`config.mk`:
```
export PLATFORM = sky130hd
export DESIGN_NAME = video_st_packetizer
export DESIGN_NICKNAME = d
export VERILOG_FILES = /design/src/rtl/video_st_pkg.sv /design/src/rtl/st_sync_fifo.sv /design/src/rtl/video_st_packetizer.sv
export SDC_FILE = /design/constraint.sdc
export NUM_CORES = 1
export LEC_CHECK = 0
export BUFFER_PORTS_ARGS = -buffer_cell sky130_fd_sc_hd__buf_2
export CAP_MARGIN = 20
export CELL_PAD_IN_SITES_DETAIL_PLACEMENT = 1
export CELL_PAD_IN_SITES_GLOBAL_PLACEMENT = 1
export CORE_UTILIZATION = 35
export CTS_CLUSTER_DIAMETER = 100
export DETAILED_ROUTE_END_ITERATION = 10
export HOLD_SLACK_MARGIN = 0.05
export PLACE_DENSITY = 0.54
export REMOVE_ABC_BUFFERS = 1
export SYNTH_ARGS = -nofsm -noshare
export SYNTH_HDL_FRONTEND = slang
export SYNTH_HIERARCHICAL = 1
export SYNTH_SLANG_ARGS = --single-unit
export TNS_END_PERCENT = 10
```
`constraint.sdc`:
```
create_clock -name clk_clk -period 4.7 [get_ports clk_clk]
set_clock_uncertainty 0.2 [all_clocks]
set_input_delay 1.41 -clock clk_clk [delete_from_list [all_inputs] [get_ports clk_clk]]
set_output_delay 1.41 -clock clk_clk [all_outputs]
set_load 0.005 [all_outputs]
```
`src/rtl/video_st_pkg.sv`:
```
`default_nettype none
// ============================================================================
// Package     : video_st_pkg
// Description : Shared definitions for the camera-to-Avalon-ST packetizer.
//               Holds the pixel width, the FIFO word layout and the
//               packetizer state encoding.
//               FIFO word layout: {sop, eop, data[23:0]}.
// Revision    : 1.0 - initial release
// ============================================================================
package video_st_pkg;

  localparam int DATA_W  = 24;
  localparam int WORD_W  = DATA_W + 2;
  localparam int SOP_BIT = 25;
  localparam int EOP_BIT = 24;

  typedef enum logic [1:0] {
    WAIT_SOF = 2'd0,
    ACTIVE   = 2'd1,
    TERM     = 2'd2
  } state_e;

  // Assembles one FIFO word from its fields.
  function automatic logic [WORD_W-1:0] pack_word(input logic sop,
                                                  input logic eop,
                                                  input logic [DATA_W-1:0] data);
    return {sop, eop, data};
  endfunction

endpackage
`default_nettype wire

```
`src/rtl/st_sync_fifo.sv`:
```
`default_nettype none
// ============================================================================
// Module      : st_sync_fifo
// Description : Show-ahead synchronous FIFO. rd_data always presents the
//               oldest entry while !empty. A write while full is still
//               accepted if a pop happens in the same cycle.
// Ports       : clk     in   clock
//               rst_n   in   asynchronous active-low reset (empties FIFO)
//               wr_en   in   write request
//               wr_data in   write data
//               rd_en   in   pop request (ignored while empty)
//               rd_data out  head-of-queue data
//               full    out  no free entry
//               empty   out  no stored entry
// Revision    : 1.0 - initial release
// ============================================================================
module st_sync_fifo #(
  parameter int DATA_W = 26,
  parameter int DEPTH  = 16
) (
  input  logic              clk,
  input  logic              rst_n,
  input  logic              wr_en,
  input  logic [DATA_W-1:0] wr_data,
  input  logic              rd_en,
  output logic [DATA_W-1:0] rd_data,
  output logic              full,
  output logic              empty
);

  localparam int AW = $clog2(DEPTH);

  // Pointers carry one extra wrap bit so full and empty are distinguishable.
  logic [AW:0]       wr_ptr_q, wr_ptr_d;
  logic [AW:0]       rd_ptr_q, rd_ptr_d;
  logic [DATA_W-1:0] mem_q [DEPTH];
  logic              push;
  logic              pop;

  always_comb begin
    empty    = (wr_ptr_q == rd_ptr_q);
    full     = (wr_ptr_q[AW] != rd_ptr_q[AW]) &&
               (wr_ptr_q[AW-1:0] == rd_ptr_q[AW-1:0]);
    pop      = rd_en && !empty;
    push     = wr_en && (!full || pop);
    wr_ptr_d = push ? wr_ptr_q + 1'b1 : wr_ptr_q;
    rd_ptr_d = pop  ? rd_ptr_q + 1'b1 : rd_ptr_q;
    rd_data  = mem_q[rd_ptr_q[AW-1:0]];
  end

  always_ff @(posedge clk or negedge rst_n) begin
    if (!rst_n) begin
      wr_ptr_q <= '0;
      rd_ptr_q <= '0;
    end else begin
      wr_ptr_q <= wr_ptr_d;
      rd_ptr_q <= rd_ptr_d;
    end
  end

  // Storage needs no reset: emptiness is defined by the pointers alone.
  // When full with a pop, the write lands in the slot being vacated.
  always_ff @(posedge clk) begin
    if (push) begin
      mem_q[wr_ptr_q[AW-1:0]] <= wr_data;
    end
  end

endmodule
`default_nettype wire

```
`src/rtl/video_st_packetizer.sv`:
```
`default_nettype none
// ============================================================================
// Module      : video_st_packetizer
// Description : Packs a camera pixel stream (valid + start-of-frame) into a
//               24-bit Avalon-ST packet stream, one packet per frame of
//               WIDTH*HEIGHT beats. A FIFO absorbs sink back-pressure; frames
//               that are cut short (early sof or overflow) are closed with a
//               zero-data EOP filler beat so the sink never waits forever.
// Ports       : clk_clk           in   system clock
//               reset_reset_n     in   asynchronous active-low reset
//               enable            in   accept new frames (checked at sof)
//               pix_valid         in   pixel valid
//               pix_sof           in   first pixel of frame (with pix_valid)
//               pix_data          in   RGB888 pixel
//               src_data          out  Avalon-ST data
//               src_startofpacket out  first beat of packet
//               src_endofpacket   out  last beat of packet
//               src_valid         out  beat available
//               src_ready         in   sink accepts beat
//               frame_count       out  frames whose EOP was queued (wraps)
//               drop_count        out  truncated frames (saturates)
// Revision    : 1.0 - initial release
// ============================================================================
module video_st_packetizer
  import video_st_pkg::*;
#(
  parameter int WIDTH      = 320,
  parameter int HEIGHT     = 240,
  parameter int FIFO_DEPTH = 16
) (
  input  logic        clk_clk,
  input  logic        reset_reset_n,
  input  logic        enable,
  input  logic        pix_valid,
  input  logic        pix_sof,
  input  logic [23:0] pix_data,
  output logic [23:0] src_data,
  output logic        src_startofpacket,
  output logic        src_endofpacket,
  output logic        src_valid,
  input  logic        src_ready,
  output logic [15:0] frame_count,
  output logic [15:0] drop_count
);

  localparam int TOTAL = WIDTH * HEIGHT;
  localparam int PIX_W = (TOTAL > 1) ? $clog2(TOTAL) : 1;
  localparam logic [PIX_W-1:0] LAST_CNT    = PIX_W'(TOTAL - 1);
  localparam logic             SINGLE_BEAT = (TOTAL == 1);

  state_e            state_q, state_d;
  logic [PIX_W-1:0]  cnt_q, cnt_d;
  logic [15:0]       frame_count_q, frame_count_d;
  logic [15:0]       drop_count_q, drop_count_d;

  logic              fifo_wr_en;
  logic [WORD_W-1:0] fifo_wr_word;
  logic [WORD_W-1:0] fifo_rd_word;
  logic              fifo_full;
  logic              fifo_empty;
  logic              fifo_pop;
  logic              can_write;

  st_sync_fifo #(
    .DATA_W (WORD_W),
    .DEPTH  (FIFO_DEPTH)
  ) u_fifo (
    .clk     (clk_clk),
    .rst_n   (reset_reset_n),
    .wr_en   (fifo_wr_en),
    .wr_data (fifo_wr_word),
    .rd_en   (fifo_pop),
    .rd_data (fifo_rd_word),
    .full    (fifo_full),
    .empty   (fifo_empty)
  );

  // A write lands only when there is room, or when the head leaves this cycle.
  always_comb begin
    fifo_pop  = !fifo_empty && src_ready;
    can_write = !fifo_full || fifo_pop;
  end

  always_comb begin
    state_d       = state_q;
    cnt_d         = cnt_q;
    frame_count_d = frame_count_q;
    drop_count_d  = drop_count_q;
    fifo_wr_en    = 1'b0;
    fifo_wr_word  = '0;

    case (state_q)
      WAIT_SOF: begin
        // Only an enabled sof starts a frame; stray pixels are discarded.
        if (pix_valid && pix_sof && enable) begin
          fifo_wr_en   = 1'b1;
          fifo_wr_word = pack_word(1'b1, SINGLE_BEAT, pix_data);
          if (can_write) begin
            if (SINGLE_BEAT) begin
              frame_count_d = frame_count_q + 16'd1;
            end else begin
              cnt_d   = PIX_W'(1);
              state_d = ACTIVE;
            end
          end
        end
      end

      ACTIVE: begin
        if (pix_valid) begin
          if (pix_sof) begin
            // Short frame: the new sof pixel is discarded and the packet
            // is closed; the next frame must begin with a fresh sof.
            state_d = TERM;
          end else begin
            fifo_wr_en   = 1'b1;
            fifo_wr_word = pack_word(1'b0, (cnt_q == LAST_CNT), pix_data);
            if (!can_write) begin
              state_d = TERM;
            end else if (cnt_q == LAST_CNT) begin
              frame_count_d = frame_count_q + 16'd1;
              cnt_d         = '0;
              state_d       = WAIT_SOF;
            end else begin
              cnt_d = cnt_q + 1'b1;
            end
          end
        end
      end

      TERM: begin
        // Keep offering the filler EOP until the FIFO takes it.
        fifo_wr_en   = 1'b1;
        fifo_wr_word = pack_word(1'b0, 1'b1, '0);
        if (can_write) begin
          if (drop_count_q != 16'hFFFF) begin
            drop_count_d = drop_count_q + 16'd1;
          end
          cnt_d   = '0;
          state_d = WAIT_SOF;
        end
      end

      default: begin
        state_d = WAIT_SOF;
      end
    endcase
  end

  always_ff @(posedge clk_clk or negedge reset_reset_n) begin
    if (!reset_reset_n) begin
      state_q       <= WAIT_SOF;
      cnt_q         <= '0;
      frame_count_q <= '0;
      drop_count_q  <= '0;
    end else begin
      state_q       <= state_d;
      cnt_q         <= cnt_d;
      frame_count_q <= frame_count_d;
      drop_count_q  <= drop_count_d;
    end
  end

  // Outputs are forced to zero whenever no beat is presented so that the
  // uninitialised storage never leaks onto the bus.
  always_comb begin
    src_valid         = !fifo_empty;
    src_data          = fifo_empty ? '0   : fifo_rd_word[DATA_W-1:0];
    src_startofpacket = fifo_empty ? 1'b0 : fifo_rd_word[SOP_BIT];
    src_endofpacket   = fifo_empty ? 1'b0 : fifo_rd_word[EOP_BIT];
    frame_count       = frame_count_q;
    drop_count        = drop_count_q;
  end

endmodule
`default_nettype wire

```
==> impl_metrics.ini <==
[run_status]
status = finished clean

[clock_tree]
clk_pin_slew_ns = 0.06
cts_setup_buffers = 0
htree_levels = 2
numCtsBuffers = 53
cts-resized-gates = 0
cts_root_buf = clkbuf_16
clkSinkCount = 477
cts_tree = built
clock_latency_ns = 0.59
hold_buffers = 0
cts_buffer_depth = 3

[placed_design]
port_buffers = 88
place_congestion = 0.7222
place_hpwl_um = 27660
dp_cells = 1825

[sta]
setup_tns_ns = 0
maxSlewViolCount = 0
worstMarginPinSlew_ns = 0.9807
setup_violations = 0
layout_worst_path_cycle_share_pct = 95.31
fmax_ghz = 0.2232
timing_hold_violations_final = 0
fin_crit_ns = 4.479
rsz0062_at_grt = no
slew_headroom_pct = 34.01

[global_routing]
antenna_found_initial = 2
overflow = 0
grt_pass1_wl_um = 70950
grt_pass1_vias = 10860
track_usage_pct = 17.08
grt_max_degree = 77

[power_and_ir_drop]
p_leak_nw = 7.925
ir_drop_uv = 347.1
total_power_mw = 13.34
p_per_area_mw_per_mm2 = 589.9

[routing]
met3RoutedLength_um = 1874
routed-wl-met2_um = 23120
highest_layer = met5
vias = 10170
routedWlPerCell_um = 24.53
drt_first_pass_iters = 4
drt-initial-drc-count = 528
antenna_left = 0
wirelength_um = 47140
m1WireLength_um = 21250
viasPerCell = 5.289
drc = 0

[final_layout]
fillers = 5228
final_cell_mix = edfxtp_1, mux4_2, buf_2
area_growth_pct = 17.13
layout.nets = 1227
layout.cells.non_filler = 1922
antenna_cells = 0
layout_commonest_cell = edfxtp_1
drive_gt1_share_pct = 27.81
final_util_pct = 41.78

[worst_setup_path]
ff2ff_path_depth = 9
cp_max_fo = 38
crit_chain = buf_12, mux4_2, a22oi_1, nand2_1, nor2b_1, buf_2
crit_path_max_incr_delay_ns = 0.69
rrSetupSlack_ns = 0.84
reg2reg_from = u_fifo/rd_ptr_q[0]
cp_slowest_cell = dfrtp_4
crit-reg2reg-capture = u_fifo/mem_q[4][2]
crit_start = u_fifo/rd_ptr_q[0]
arrival_ns = 2.87
critPathRequiredTime_ns = 3.09
endpoint_kind = primary output
start_kind = register
path_class = reg -> out

[floorplan]
design.portCount = 89
coreArea_mm2 = 0.05413
die_x_um = 236.9
die_height_um = 236.9
die-area_mm2 = 0.05611
std_cell_rows = 85
initial_core_util_pct = 35.67

[flow_run]
maxCapViolations = 0

[yosys]
synth_area_mm2 = 0.01931
syn_inst = 1052
ys.flop_type = edfxtp_1
ys_seq_area_share_pct = 72.60
ys_types = 50
async_flop_share_pct = 12.79
synth-edff-count = 416
yosys_warnings = 6
syn_avg_cell_area_um2 = 18.36
ys_ff_latch = 477

[worst_hold_path]
hold_start = frame_count[15]
hold_end = frame_count[15]
hold_path_class = reg -> reg
min_path_cells = 1
-- metal layers --
| metal | global-route usage [%] | up-vias |
|---|---|---|
| met1 | 23.49 | 5430 |
| li1 | - | 4478 |
| met2 | 28.16 | 192 |
| met5 | 0 | - |
| met4 | 4.172 | 2 |
| met3 | 3.008 | 64 |
-- where the power goes --
part | internal (mW) | switching, mW
Combinational | 1.76 | 2.18
Sequential | 5.07 | 0.245
Clock | 2.43 | 1.67
Total | 9.26 | 4.09
-- cells by family after synthesis --
kind of cell / count (synthesis) / share of synthesized area, %
simple gates: 235 / 6.577
compound gates: 110 / 4.011
mux: 108 / 12.36
buf+inv: 66 / 1.685
flops: 477 / 72.60
xor+xnor: 44 / 1.996
fa+ha+maj: 12 / 0.7775
-- Yosys cell counts (6+ instances only) --
master    number  area share [%]
nor3_1        13            0.34
inv_1         17            0.33
xor2_1        16            0.73
clkbuf_1      24            0.47
a22oi_1       52             2.0
buf_6          7            0.41
buf_2         17            0.44
nor2_1        24            0.47
o31ai_1       11            0.43
dfrtp_1       61             7.9
and3_1        22            0.71
edfxtp_1     416              65
and2_1        28            0.91
nand3_1       23            0.60
nand4_1       11            0.36
o21ai_0       23            0.60
xnor2_1       28             1.3
nand2_1       60             1.2
a211oi_1       6            0.23
a21oi_1        7            0.18
ha_1          12            0.78
nor2b_1       31             1.0
mux4_2       104              12
-- metrics by stage --
| step | worst slack (ns) | area, µm² | hold slack (ns) |
|---|---|---|---|
| global route | 0.01620 | 22620 | 0.2786 |
| floorplan | -3.568 | 19050 | 0.2368 |
| detailed placement | 0.7609 | 20900 | 0.2617 |
| global placement | 0.7764 | 20900 | 0.2591 |
| finish | 0.2205 | 22620 | 0.2655 |
| CTS | 0.1174 | 22610 | 0.2740 |
-- registers in the layout (all words and copies together), names as in the netlist --
signal and flops:
cnt_q 17, drop_count 16, frame_count 16, state_q 2
u_fifo/mem_q 416, u_fifo/rd_ptr_q 5, u_fifo/wr_ptr_q 5
-- final cells by class --
cell class	instances	area, µm²	share of cell area (%)
Clock buffer	68	1404	6.207
Clock inverter	28	302.8	1.339
Inverter	17	63.81	0.2821
Multi-Input combinational cell	509	5041	22.29
Sequential cell	477	14030	62.02
Tap cell	696	870.8	3.850
Timing Repair Buffer	127	908.4	4.016
-- critical path: cells and delay by family, from the launching register on --
family                 cells  cell delay [ns]
muxes                      1             0.56
and+or+nand+nor            2             0.22
AOI/OAI and AO/OA          1             0.29
buffers and inverters      2             0.50
DFF                        1             0.69
-- worst max path at each step --
stage / end / slack [ns] / depth (start not counted)
after floorplan: u_fifo/mem_q[11][0] / -3.57 / 8
after global placement: src_data[19] / 0.78 / 6
after detailed placement: u_fifo/mem_q[13][20] / 0.76 / 7
after CTS: src_data[19] / 0.12 / 6
after global routing: src_data[19] / 0.02 / 6
final: src_data[19] / 0.22 / 6
Note: power is estimated with default switching activity, not from simulation.
